**src/rtl/jtframe_ram_streamer.sv**
```systemverilog
// Sequential RAM window reader that streams words out over valid/ready.
// Define JTFRAME_RAM_STREAM_CHKSUM_EN to add the running checksum port chk_o.

// Generic FIFO with registered storage, cleared on reset.
// Latency: a pushed word appears at dout_o the cycle after the push.
// Backpressure: a push while full is dropped unless a pop happens in the same cycle.
module jtframe_ram_streamer_fifo #(
    parameter int W     = 8,
    parameter int DEPTH = 2
) (
    input  logic                       clk_i,
    input  logic                       rst_i,
    input  logic                       push_i,
    input  logic [W-1:0]               din_i,
    input  logic                       pop_i,
    output logic [W-1:0]               dout_o,
    output logic                       empty_o,
    output logic                       full_o,
    output logic [$clog2(DEPTH+1)-1:0] count_o
);
    localparam int PW = (DEPTH > 1) ? $clog2(DEPTH) : 1;
    localparam int CW = $clog2(DEPTH+1);

    logic [W-1:0]  mem_q [DEPTH];
    logic [PW-1:0] rd_q, wr_q;
    logic [CW-1:0] cnt_q;
    logic          wr_en, rd_en;

    assign empty_o = (cnt_q == '0);
    assign full_o  = (cnt_q == CW'(DEPTH));
    assign count_o = cnt_q;
    assign dout_o  = mem_q[rd_q];
    assign rd_en   = pop_i && !empty_o;
    assign wr_en   = push_i && (!full_o || rd_en);

    function automatic logic [PW-1:0] nxt(input logic [PW-1:0] p);
        return (p == PW'(DEPTH-1)) ? '0 : p + 1'b1;
    endfunction

    always_ff @(posedge clk_i) begin
        if (rst_i) begin
            for (int i = 0; i < DEPTH; i++) mem_q[i] <= '0;
            rd_q  <= '0;
            wr_q  <= '0;
            cnt_q <= '0;
        end else begin
            if (wr_en) begin
                mem_q[wr_q] <= din_i;
                wr_q        <= nxt(wr_q);
            end
            if (rd_en) rd_q <= nxt(rd_q);
            cnt_q <= cnt_q + CW'(wr_en) - CW'(rd_en);
        end
    end
endmodule

// Walks base..base+len-1 (wrapping) on a 1-cycle-latency RAM port into a 2-deep FIFO.
// Latency: start at S gives ram_addr=base at S+1 and first dout_valid at S+3; 1 word/cycle.
// Backpressure: reads stop once FIFO plus in-flight reach 2; outputs hold while stalled.
module jtframe_ram_streamer #(
    parameter int DW = 8,
    parameter int AW = 10
) (
    input  logic          clk_i,
    input  logic          rst_i,
    input  logic          start_i,
    input  logic [AW-1:0] base_i,
    input  logic [AW:0]   len_i,
    output logic          busy_o,
    output logic          done_o,
    output logic [AW-1:0] ram_addr_o,
    input  logic [DW-1:0] ram_q_i,
    output logic [DW-1:0] dout_o,
    output logic          dout_valid_o,
    input  logic          dout_ready_i,
    output logic          dout_last_o
`ifdef JTFRAME_RAM_STREAM_CHKSUM_EN
    ,
    output logic [DW-1:0] chk_o
`endif
);
    typedef enum logic [1:0] {ST_IDLE, ST_RUN, ST_DRAIN} state_t;
    typedef struct packed {
        logic          last;
        logic [DW-1:0] dat;
    } word_t;

    state_t        state_q, state_d;
    logic [AW-1:0] addr_q;
    logic [AW:0]   len_q, issue_cnt_q;
    logic          cap_q, cap_last_q, done_q;
    logic          start_ok, start_run, issue, last_issue, pop, last_pop;
    logic          fifo_empty, fifo_full;
    logic [1:0]    fifo_cnt;
    logic [2:0]    occ;
    word_t         head;

    assign start_ok   = (state_q == ST_IDLE) && start_i;
    assign start_run  = start_ok && (len_i != '0);
    assign last_issue = ((issue_cnt_q + 1'b1) == len_q);
    assign pop        = dout_valid_o && dout_ready_i;
    assign last_pop   = (state_q == ST_DRAIN) && pop && head.last;
    // Counts the word whose data sits on ram_q this cycle; it lands in the FIFO at this edge.
    assign occ        = {1'b0, fifo_cnt} + {2'b0, cap_q} - {2'b0, pop};

    always_ff @(posedge clk_i) begin
        if (rst_i) state_q <= ST_IDLE;
        else       state_q <= state_d;
    end

    always_comb begin
        state_d = state_q;
        case (state_q)
            ST_IDLE:  if (start_run)            state_d = ST_RUN;
            ST_RUN:   if (issue && last_issue)  state_d = ST_DRAIN;
            ST_DRAIN: if (last_pop)             state_d = ST_IDLE;
            default:                            state_d = ST_IDLE;
        endcase
    end

    always_comb begin
        busy_o = (state_q != ST_IDLE);
        issue  = (state_q == ST_RUN) && (occ < 3'd2);
    end

    always_ff @(posedge clk_i) begin
        if (rst_i) begin
            addr_q      <= '0;
            len_q       <= '0;
            issue_cnt_q <= '0;
            cap_q       <= 1'b0;
            cap_last_q  <= 1'b0;
            done_q      <= 1'b0;
        end else begin
            cap_q      <= issue;
            cap_last_q <= issue && last_issue;
            done_q     <= (start_ok && (len_i == '0)) || last_pop;
            if (start_run) begin
                addr_q      <= base_i;
                len_q       <= len_i;
                issue_cnt_q <= '0;
            end else if (issue) begin
                addr_q      <= addr_q + 1'b1;
                issue_cnt_q <= issue_cnt_q + 1'b1;
            end
        end
    end

    jtframe_ram_streamer_fifo #(.W(DW + 1), .DEPTH(2)) u_fifo (
        .clk_i   (clk_i),
        .rst_i   (rst_i),
        .push_i  (cap_q),
        .din_i   ({cap_last_q, ram_q_i}),
        .pop_i   (pop),
        .dout_o  (head),
        .empty_o (fifo_empty),
        .full_o  (fifo_full),
        .count_o (fifo_cnt)
    );

    always_ff @(posedge clk_i) begin
        if (!rst_i) begin
            assert (!(cap_q && fifo_full));
        end
    end

    assign ram_addr_o   = addr_q;
    assign done_o       = done_q;
    assign dout_valid_o = !fifo_empty;
    assign dout_o       = head.dat;
    assign dout_last_o  = dout_valid_o && head.last;

`ifdef JTFRAME_RAM_STREAM_CHKSUM_EN
    logic [DW-1:0] chk_q;
    always_ff @(posedge clk_i) begin
        if (rst_i || start_ok) chk_q <= '0;
        else if (pop)          chk_q <= chk_q + head.dat;
    end
    assign chk_o = chk_q;
`endif
endmodule

```
**config.mk**
```make
export PLATFORM = sky130hd
export DESIGN_NAME = jtframe_ram_streamer
export DESIGN_NICKNAME = d
export VERILOG_FILES = /design/src/rtl/jtframe_ram_streamer.sv
export SDC_FILE = /design/constraint.sdc
export NUM_CORES = 1
export LEC_CHECK = 0
export BUFFER_PORTS_ARGS = -buffer_cell sky130_fd_sc_hd__buf_2
export CAP_MARGIN = 30
export CORE_ASPECT_RATIO = 0.7
export CORE_MARGIN = 4
export CORE_UTILIZATION = 55
export DETAILED_ROUTE_END_ITERATION = 6
export PLACE_DENSITY = 0.79
export REMOVE_ABC_BUFFERS = 1
export SETUP_SLACK_MARGIN = 0.5
export SLEW_MARGIN = 25
export SYNTH_ARGS = -nofsm -noshare
export SYNTH_HDL_FRONTEND = slang
export SYNTH_SLANG_ARGS = --single-unit
```
**constraint.sdc**
```tcl
create_clock -name clk_i -period 3.4 [get_ports clk_i]
set_input_delay 0.34 -clock clk_i [delete_from_list [all_inputs] [get_ports clk_i]]
set_output_delay 0.34 -clock clk_i [all_outputs]
set_load 0.01 [all_outputs]
```
==> flow_summary_export.csv, run 1 <==
group,metric,value,unit
outcome,run_status,"complete, no violations",
route,via_count,2418,
synth,synthCells,304,
floorplanning,start_util,56.5,%
synth,synth_area_leader_cell,"dfxtp_1",
setup_path,slowest_stage,"or4_4",
setup_path,cp-start-kind,"flop",
cts,cts_tree,"done",
setup_path,crit_fanout,4,
global_route,antenna_found_initial,0,
sta,final_hold_viol_count,0,
route,wl_per_cell,15.5,microns
sta,post-route-period-util,86.0,%
cells_and_area,antenna_cells,0,
cells_and_area,drive_above_1_share,27.5,%
cts,root_buffer,"clkbuf_8",
route,drc,0,
cts,cts_sinks,60,
cts,htreeDepth,3,
synth,synth.top_cell.area_share,28.5,%
sta,timing_worst_slew_pin_value,0.857,ns
cts,worstSkewPairLatency,0.34,ns
global_route,grt_max_degree,38,
synth,syn_area,2950,sq um
synth,ys_types,55,
power_and_ir_drop,vdd_drop_max,0.292,mV
floorplanning,fp.dieW,95.6,microns
global_route,grt-ovfl-total,0,
cells_and_area,areaGrowthSynthToFinish,21.3,%
synth,yosys_warnings,0,
setup_path,cp_data_arrival_time,3.16,ns
setup_path,cpMostUsedCell,"and2_4",
synth,seq_area_frac_synth,46.8,%
synth,synth_edf_count,18,
cells_and_area,seqCellArea,1380,sq um
cells_and_area,fin_area,3580,sq um
sta,finClkSkew,0.00738,ns
cells_and_area,n_fill_cell,395,
sta,max_clock_freq,342,MHz
floorplanning,die_h,69.3,microns
placed_design,place_congestion,0.847,
floorplanning,die_area,6630,sq um
global_route,grt_usage,21.7,%
placed_design,placed_cell_area,3260,sq um
route,via_per_inst,5.46,
cts,path_clk_slew,0.07,ns
route,ant_nets,0,
sta,min_period,2.92,ns
sta,rsz0062_at_grt,"true",
synth,synth-seq-cells,60,
setup_path,cp-end-kind,"flop",
synth,synth_ff_type,"dfxtp_1",
synth,synth_area_leaders,"dfxtp_1, edfxtp_1, xnor2_1",
sta,timing.hold.ws,0.239,ns
cts,numCtsBuffers,9,
global_route,grt_pass1_wl,11.0,mm
cells_and_area,multiInputGateArea,1520,sq um
placed_design,hpwl,4.85,mm
route,routed_wl,6.85,mm
setup_path,cp_cell_sequence,"or2_1, and2_4, ha_4, nand2b_4, fa_1, xnor2_2, and2_4, o2111ai_4, or4_4, o21a_1",
power_and_ir_drop,p_per_area,583,nW/um^2
synth,syn_area_per_cell,9.72,sq um
sta,setup_tns,0,ns
hold_path,min_path_type,"input port to flop",
route,drt_pass1_iterations,5,
cts,clk_path_buf_depth,2,
flow_run,maxCapViolations,0,
setup_path,crit_type,"flop to flop",
floorplanning,ios,55,
sta,setup_viol,0,
sta,slew_headroom,42.4,%
cells_and_area,nNetsFinal,405,
sta,slew_viol_final,0,
synth,synth-async-reset-ratio,0,%
setup_path,critPathMaxStageDelay,0.53,ns
floorplanning,row_count,22,
power_and_ir_drop,p_leak,0.00143,uW
setup_path,cp_data_required_time,3.64,ns
global_route,grt_pass1_vias,2240,
placed_design,io_buffers,54,
power_and_ir_drop,power.total,2090,uW
route,drt_iter0_drc,167,
floorplanning,core_area,5230,sq um
timing repair:
item,4_1_cts,5_1_grt
pin swaps,7,7
setup buffers,3,3
hold buffers,0,0
cloned,0,0
endpoints found under the setup margin,3,8
resized for setup,5,4
power by group:
part	total [uW]	internal [uW]	switching, uW
combinational	506	244	263
clock	685	411	274
sequential	897	823	74.0
cell type report:
class | count | share of cell area (%)
clock buffer | 14 | 6.01
clock inverter | 2 | 0.279
inverter | 5 | 0.524
multi-input combinational | 226 | 42.4
sequential | 60 | 38.6
tap | 72 | 2.51
timing repair buffer | 64 | 9.64
synth_stat cells, types with 3 or more instances:
cell	number
nand3_1	11
dfxtp_1	42
nand4_1	4
nor2_1	28
or2_1	3
xnor2_1	21
and2_1	20
a21oi_1	16
nor3_1	14
edfxtp_1	18
a211oi_1	8
xor2_1	13
clkbuf_1	6
nand2_1	30
nor4_1	3
inv_1	5
nand2b_1	5
mux2_2	8
ha_1	5
state kept, by name, summed over array words and instances (netlist names), named ones only:
signal	cells
issue_cnt_q	11
ram_addr_o	10
u_fifo.wr_q	1
u_fifo.rd_q	1
u_fifo.count_o	2
cap_q	1
u_fifo.mem_q	18
cap_last_q	1
len_q	11
state_q	2
done_o	1
logic make-up after synthesis:
| family | share of synthesized area (%) |
|---|---|
| AND/OR/NAND/NOR | 23.8 |
| XOR/XNOR | 10.1 |
| adder cells (fa/ha/maj) | 2.80 |
| flip-flops | 46.8 |
| multiplexers | 3.39 |
| buffers and inverters | 3.56 |
| AO/OA/AOI/OAI | 9.66 |
critical path, delay by kind of cell (launching register included):
family | cells | cell delay (ns)
adder cells (fa/ha/maj) | 2 | 0.60
flip-flops | 1 | 0.32
AND/OR/NAND/NOR | 5 | 1.29
AO/OA/AOI/OAI | 2 | 0.32
XOR/XNOR | 1 | 0.28
worst paths after layout:
kind,from,to,slack [ns],depth (start not counted)
hold / removal,len_i[3],len_q[3],0.24,3
hold reg to reg,len_q[4],len_q[4],0.47,2
setup / recovery,u_fifo.count_o[0],state_q[0],0.48,10
setup reg to reg,u_fifo.count_o[0],state_q[0],0.48,10
cells in the final DEF (no fill, tap or decap), types with 3 or more instances in the layout:
cell type and instances:
nand2b_1 4, a21oi_1 16, edfxtp_1 18, inv_1 5, nor3_1 14, nand3_1 11, buf_2 54, a211oi_1 8
nor4_1 3, ha_1 4, clkbuf_8 12, dfxtp_1 40, xor2_1 13, nor2_1 28, mux2_2 8, nand4_1 4
xnor2_1 20, nand2_1 30, buf_4 10, or2_1 3, and2_1 19
layer usage:
| metal | global-route usage, % | part of all wire [%] |
|---|---|---|
| met3 | 7.92 | 9.7 |
| met1 | 30.9 | 45 |
| met4 | 7.26 | 1.8 |
| met5 | 0 | 0 |
| met2 | 30.3 | 44 |
stage by stage:
step / instances / utilization (%) / worst slack [ns]
5_1_grt: 443 / 68.5 / 0.405
3_5_place_dp: 421 / 62.3 / 0.235
4_1_cts: 440 / 67.5 / 0.422
3_3_place_gp: 421 / 62.3 / 0.357
6_report: 443 / 68.5 / 0.475
2_1_floorplan: 291 / - / 0.383
No activity file was read; power rests on OpenSTA's default activity.
==> run 2, diff against run 1 <==
ABC_AREA = 1   (was unset)
CORE_UTILIZATION = 56   (was 55)
GPL_TIMING_DRIVEN = 1   (was unset)
PLACE_DENSITY = 0.8   (was 0.79)
==> run 2 against run 1 <==
Against the previous run: synthesized cell count is 35% higher; total power is 6.9% higher; combinational power increased by 23%; final area increased by 1.3%; hold slack improved by 0.052 ns; sequential power grew 2.9%; critical endpoint is now ram_addr_o[1]; largest cell class unchanged; largest power group unchanged; highest routed layer unchanged.
==> flow_summary_export.csv, run 2 <==
group,metric,value,unit
synth,seq_area_frac_synth,44.8,%
placed_design,placed_cell_area,3410,sq um
global_route,grt_usage,21.9,%
floorplanning,die_area,6780,sq um
synth,synthCells,409,
cells_and_area,regMostFlops,"u_fifo.mem_q",
cells_and_area,antenna_cells,0,
placed_design,io_buffers,54,
route,via_count,2822,
synth,syn_area,3080,sq um
sta,setup_viol,0,
cells_and_area,n_fill_cell,459,
route,wl_per_cell,13.5,microns
cells_and_area,final_cell_mix,"nand2_1, buf_2, inv_1, nor2_1, dfxtp_1",
global_route,grt_pass1_vias,2668,
power_and_ir_drop,power.total,2230,uW
synth,ys_types,30,
floorplanning,die_h,70.1,microns
cells_and_area,drive_above_1_share,19.1,%
route,drc,0,
synth,synthMostInstantiatedCell,"nand2_1",
sta,slew_headroom,42.7,%
global_route,grt_pass1_wl,12.0,mm
power_and_ir_drop,vdd_drop_max,0.278,mV
setup_path,cp_data_arrival_time,2.89,ns
global_route,grt_max_degree,30,
cells_and_area,mostFrequentLayoutCell,"nand2_1",
placed_design,hpwl,5.46,mm
cts,path_clk_slew,0.06,ns
sta,finClkSkew,0.00687,ns
cts,cts_sinks,60,
global_route,antenna_found_initial,0,
synth,synth_area_leaders,"dfxtp_1, edfxtp_1, nand2_1",
cells_and_area,top_regs,"u_fifo.mem_q: 18 flops, issue_cnt_q: 11 flops, len_q: 11 flops",
cells_and_area,nNetsFinal,504,
power_and_ir_drop,p_leak,0.00163,uW
sta,timing_worst_slew_pin_value,0.852,ns
placed_design,place_congestion,0.931,
global_route,grt-ovfl-total,0,
synth,syn_area_per_cell,7.54,sq um
sta,min_period,2.64,ns
sta,final_hold_viol_count,0,
synth,synth.top_cell.area_share,27.3,%
setup_path,crit_fanout,15,
power_and_ir_drop,p_per_area,615,nW/um^2
sta,rsz0062_at_grt,"true",
cts,htreeDepth,3,
synth,synth-seq-cells,60,
sta,post-route-period-util,77.6,%
setup_path,crit_type,"flop to flop",
synth,synth_edf_count,18,
cells_and_area,largest_reg_flops,18,
synth,yosys_warnings,0,
outcome,run_status,"complete, no violations",
cts,cts_tree,"done",
cts,hold_buffers,0,
cells_and_area,areaGrowthSynthToFinish,17.8,%
route,routed_wl,7.31,mm
setup_path,cp_data_required_time,3.65,ns
sta,setup_tns,0,ns
cts,worstSkewPairLatency,0.33,ns
route,ant_nets,0,
synth,synth_area_leader_cell,"dfxtp_1",
floorplanning,fp.dieW,96.7,microns
floorplanning,ios,55,
route,drt_pass1_iterations,5,
cts,numCtsBuffers,9,
route,drt_iter0_drc,207,
floorplanning,core_area,5290,sq um
sta,max_clock_freq,379,MHz
route,via_per_inst,5.21,
cells_and_area,fin_area,3630,sq um
synth,synth_common_cells,"nand2_1, inv_1, nor2_1, dfxtp_1, nand3_1",
flow_run,maxCapViolations,0,
floorplanning,row_count,22,
hold_path,min_path_type,"input port to flop",
synth,synth-async-reset-ratio,0,%
floorplanning,start_util,58.3,%
cts,clk_path_buf_depth,2,
setup_path,cp-start-kind,"flop",
sta,slew_viol_final,0,
synth,synth_ff_type,"dfxtp_1",
setup_path,cp-end-kind,"flop",
cts,root_buffer,"clkbuf_8",
-- run 2: path summary, 6_finish.rpt --
path	end	startpoint	depth (start not counted)	slack, ns
max	ram_addr_o[1]	u_fifo.count_o[1]	15	0.76
min	ram_addr_o[5]	base_i[5]	3	0.29
max reg2reg	ram_addr_o[1]	u_fifo.count_o[1]	15	0.76
min reg2reg	flop	u_fifo.rd_q	1	0.46
-- run 2: final cells by class --
type / instances / area (sq um) / share of cell area [%]
Clock inverter: 1 / 30.0 / 0.827
Multi-Input combinational cell: 285 / 1460 / 40.2
Clock buffer: 15 / 186 / 5.13
Timing Repair Buffer: 56 / 285 / 7.86
Inverter: 53 / 199 / 5.48
Tap cell: 72 / 90.1 / 2.48
Sequential cell: 60 / 1380 / 38.0
-- run 2: power breakdown --
part,switching [uW],internal (uW)
logic,382,242
clock network,265,420
registers,90.8,832
-- run 2: metrics by stage --
| step | cells | hold slack, ns | setup WS (ns) | utilization (%) |
|---|---|---|---|---|
| detailed placement | 526 | 0.451 | 0.719 | 64.5 |
| finish | 542 | 0.291 | 0.763 | 68.7 |
| CTS | 542 | 0.277 | 0.683 | 68.6 |
| floorplan | 398 | 0.409 | 0.339 | - |
| global route | 542 | 0.281 | 0.467 | 68.7 |
| global placement | 526 | 0.438 | 0.798 | 64.5 |
-- run 2: worst max-delay path, stage by stage, from the launching register on --
cell and delay, ns:
dfxtp_1 0.38, nor2_2 0.19, nor2_1 0.06, ha_1 0.27, inv_1 0.06, nand2_1 0.06, fa_1 0.38, inv_1 0.06
nand2_1 0.04, nand2_1 0.09, nor2_2 0.06, inv_1 0.34, nand2_1 0.18, inv_1 0.17, nand2_1 0.07, a31oi_1 0.14
-- run 2: kinds of logic (layout without fill, tap and decap cells) --
kind of cell	Yosys count	count (layout)	synth area share [%]
buffers and inverters	64	125	8.04
DFF	60	60	44.8
xor gates and xnor gates	11	11	3.12
and+or+nand+nor	194	194	27.0
AOI/OAI and AO/OA	65	65	11.1
adders and majority gates	6	6	2.68
muxes	9	9	3.25
-- run 2: per-layer routing --
metal  global-route usage (%)  part of all wire (%)  vias to the layer above
met3                     7.29                   8.5                       12
met4                     5.61                   1.1                        0
met5                        0                     0                        -
met1                     29.2                    46                     1255
li1                         -                     -                     1448
met2                     34.3                    44                      107
-- run 2: repair_timing --
| item | in CTS | in global routing |
|---|---|---|
| setup buffers | 0 | 0 |
| setup endpoints to repair | 0 | 11 |
| hold endpoints to repair | 0 | 0 |
| gates resized for setup | 0 | 2 |
==> run 3, diff against run 2 <==
clock period = 2.6 ns   (was 3.4 ns; I/O delays follow)
==> run 3 against run 2 <==
Against the previous run: total power is 40% higher; final area increased by 6.6%; core utilization increased by 4.5 points; maximum frequency is 11% higher; clock-buffer cell count fell by 3; clock skew is 0.0038 ns higher; critical path type unchanged; critical endpoint unchanged.
==> flow_summary_export.csv, run 3 (synthesized netlist as in run 2, its figures left out) <==
group,metric,value,unit
floorplanning,row_count,22,
power_and_ir_drop,p_int,1990,uW
floorplanning,fp.dieW,96.7,microns
hold_path,min_path_type,"input port to flop",
floorplanning,ios,55,
cells_and_area,top_regs,"u_fifo.mem_q: 18 flops, issue_cnt_q: 11 flops, len_q: 11 flops",
sta,post-route-period-util,91.6,%
route,via_per_inst,5.38,
floorplanning,core_area,5290,sq um
sta,slew_headroom,40.6,%
power_and_ir_drop,power_frac_seq,38.8,%
placed_design,place_congestion,0.888,
outcome,run_status,"complete, no violations",
power_and_ir_drop,p_per_area,806,nW/um^2
setup_path,cp_data_arrival_time,2.64,ns
cells_and_area,nNetsFinal,522,
cells_and_area,n_fill_cell,413,
power_and_ir_drop,swShare,36.2,%
setup_path,r2r_slack,0.22,ns
setup_path,crit_fanout,6,
placed_design,io_buffers,54,
route,routed_wl,7.95,mm
cts,htreeDepth,3,
floorplanning,start_util,58.3,%
route,wl_per_cell,14.2,microns
global_route,grt-ovfl-total,0,
placed_design,hpwl,5.54,mm
sta,finClkSkew,0.0106,ns
cells_and_area,fin_area,3870,sq um
global_route,grt_max_degree,24,
power_and_ir_drop,power_frac_comb,38.3,%
sta,timing_worst_slew_pin_value,0.882,ns
cells_and_area,areaGrowthSynthToFinish,25.5,%
cells_and_area,mostFrequentLayoutCell,"nand2_1",
global_route,grt_pass1_vias,2798,
route,drt_iter0_drc,220,
sta,max_clock_freq,420,MHz
setup_path,cp-start-kind,"flop",
cells_and_area,regMostFlops,"u_fifo.mem_q",
cells_and_area,antenna_cells,0,
cts,hold_buffers,0,
cts,root_buffer,"clkbuf_8",
cts,path_clk_slew,0.07,ns
power_and_ir_drop,switchingPower,1130,uW
route,ant_nets,0,
cells_and_area,final_cell_mix,"nand2_1, buf_2, inv_1, nor2_1, dfxtp_1",
sta,setup_viol,0,
flow_run,maxCapViolations,0,
floorplanning,die_area,6780,sq um
sta,min_period,2.38,ns
cts,worstSkewPairLatency,0.34,ns
global_route,grt_pass1_wl,13.2,mm
floorplanning,die_h,70.1,microns
cts,cts_tree,"done",
global_route,grt_usage,24.2,%
setup_path,crit_type,"flop to flop",
cells_and_area,largest_reg_flops,18,
cts,numCtsBuffers,9,
placed_design,placed_cell_area,3450,sq um
route,via_count,3012,
setup_path,cp_data_required_time,2.85,ns
route,drt_pass1_iterations,5,
cts,clk_path_buf_depth,2,
cts,cts_sinks,60,
sta,slew_viol_final,0,
power_and_ir_drop,pwr-share-clk,22.9,%
sta,final_hold_viol_count,0,
sta,timing.hold.ws,0.203,ns
setup_path,cp-end-kind,"flop",
cells_and_area,drive_above_1_share,27.0,%
sta,rsz0062_at_grt,"true",
power_and_ir_drop,vdd_drop_max,0.355,mV
power_and_ir_drop,p_leak,0.00173,uW
placed_design,place_ws,-0.0495,ns
route,drc,0,
global_route,antenna_found_initial,0,
sta,layout_setup_ws,0.217,ns
==> run 3: path summary, 6_finish.rpt <==
kind / start / cells after the start / endpoint
setup / recovery: u_fifo.count_o[1] / 14 / ram_addr_o[1]
hold / removal: base_i[7] / 3 / ram_addr_o[7]
setup reg to reg: u_fifo.count_o[1] / 14 / ram_addr_o[1]
hold reg to reg: len_q[0] / 2 / len_q[0]
==> run 3: power groups by stage <==
stage / Combinational [uW] / Sequential (uW) / Clock (uW)
after detailed placement: 863 / 1220 / 0
after global placement: 833 / 1210 / 0
after global routing: 1320 / 1230 / 759
after floorplan: 544 / 1210 / 0
final: 1190 / 1210 / 714
after CTS: 1120 / 1200 / 717
==> run 3: cell type report <==
| class | instances | area (sq um) | area share [%] |
|---|---|---|---|
| multi-input combinational | 285 | 1570 | 40.6 |
| sequential | 60 | 1380 | 35.7 |
| timing repair buffer | 73 | 447 | 11.5 |
| inverter | 53 | 209 | 5.40 |
| clock buffer | 12 | 145 | 3.75 |
| tap | 72 | 90.1 | 2.33 |
| clock inverter | 4 | 17.5 | 0.453 |
| timing repair inverter | 1 | 8.76 | 0.226 |
==> run 3: timing repair <==
item | in CTS | in global routing
setup buffers | 7 | 3
resized for setup | 44 | 8
endpoints found under the setup margin | 25 | 25
gates cloned | 2 | 0
pin swaps | 18 | 9
==> run 3: metal layers <==
| metal | GRT usage, % | up-vias | routed length [microns] |
|---|---|---|---|
| met2 | 37.9 | 135 | 3530 |
| met4 | 4.67 | 0 | 91 |
| met1 | 33.5 | 1377 | 3660 |
| met3 | 7.19 | 16 | 666 |
| li1 | - | 1484 | - |
| met5 | 0 | - | 0 |
==> run 3: through the flow <==
step	setup TNS (ns)	utilization (%)	std cells	total power (uW)
floorplan	-6.54	-	398	1750
global placement	0	65.4	532	2040
detailed placement	-0.237	65.4	532	2080
CTS	0	72.2	557	3040
global route	0	73.2	560	3310
finish	0	73.2	560	3120
==> run 3: critical path, stage by stage (launching register included) <==
cell and delay (ns):
dfxtp_2 0.32, nor2_2 0.12, nor2_1 0.05, ha_1 0.26, inv_1 0.05, nand2_1 0.05, fa_1 0.50, nand3_2 0.10
nor2_4 0.13, buf_4 0.12, buf_8 0.13, buf_6 0.13, buf_4 0.12, nand2_1 0.06, a31oi_1 0.14
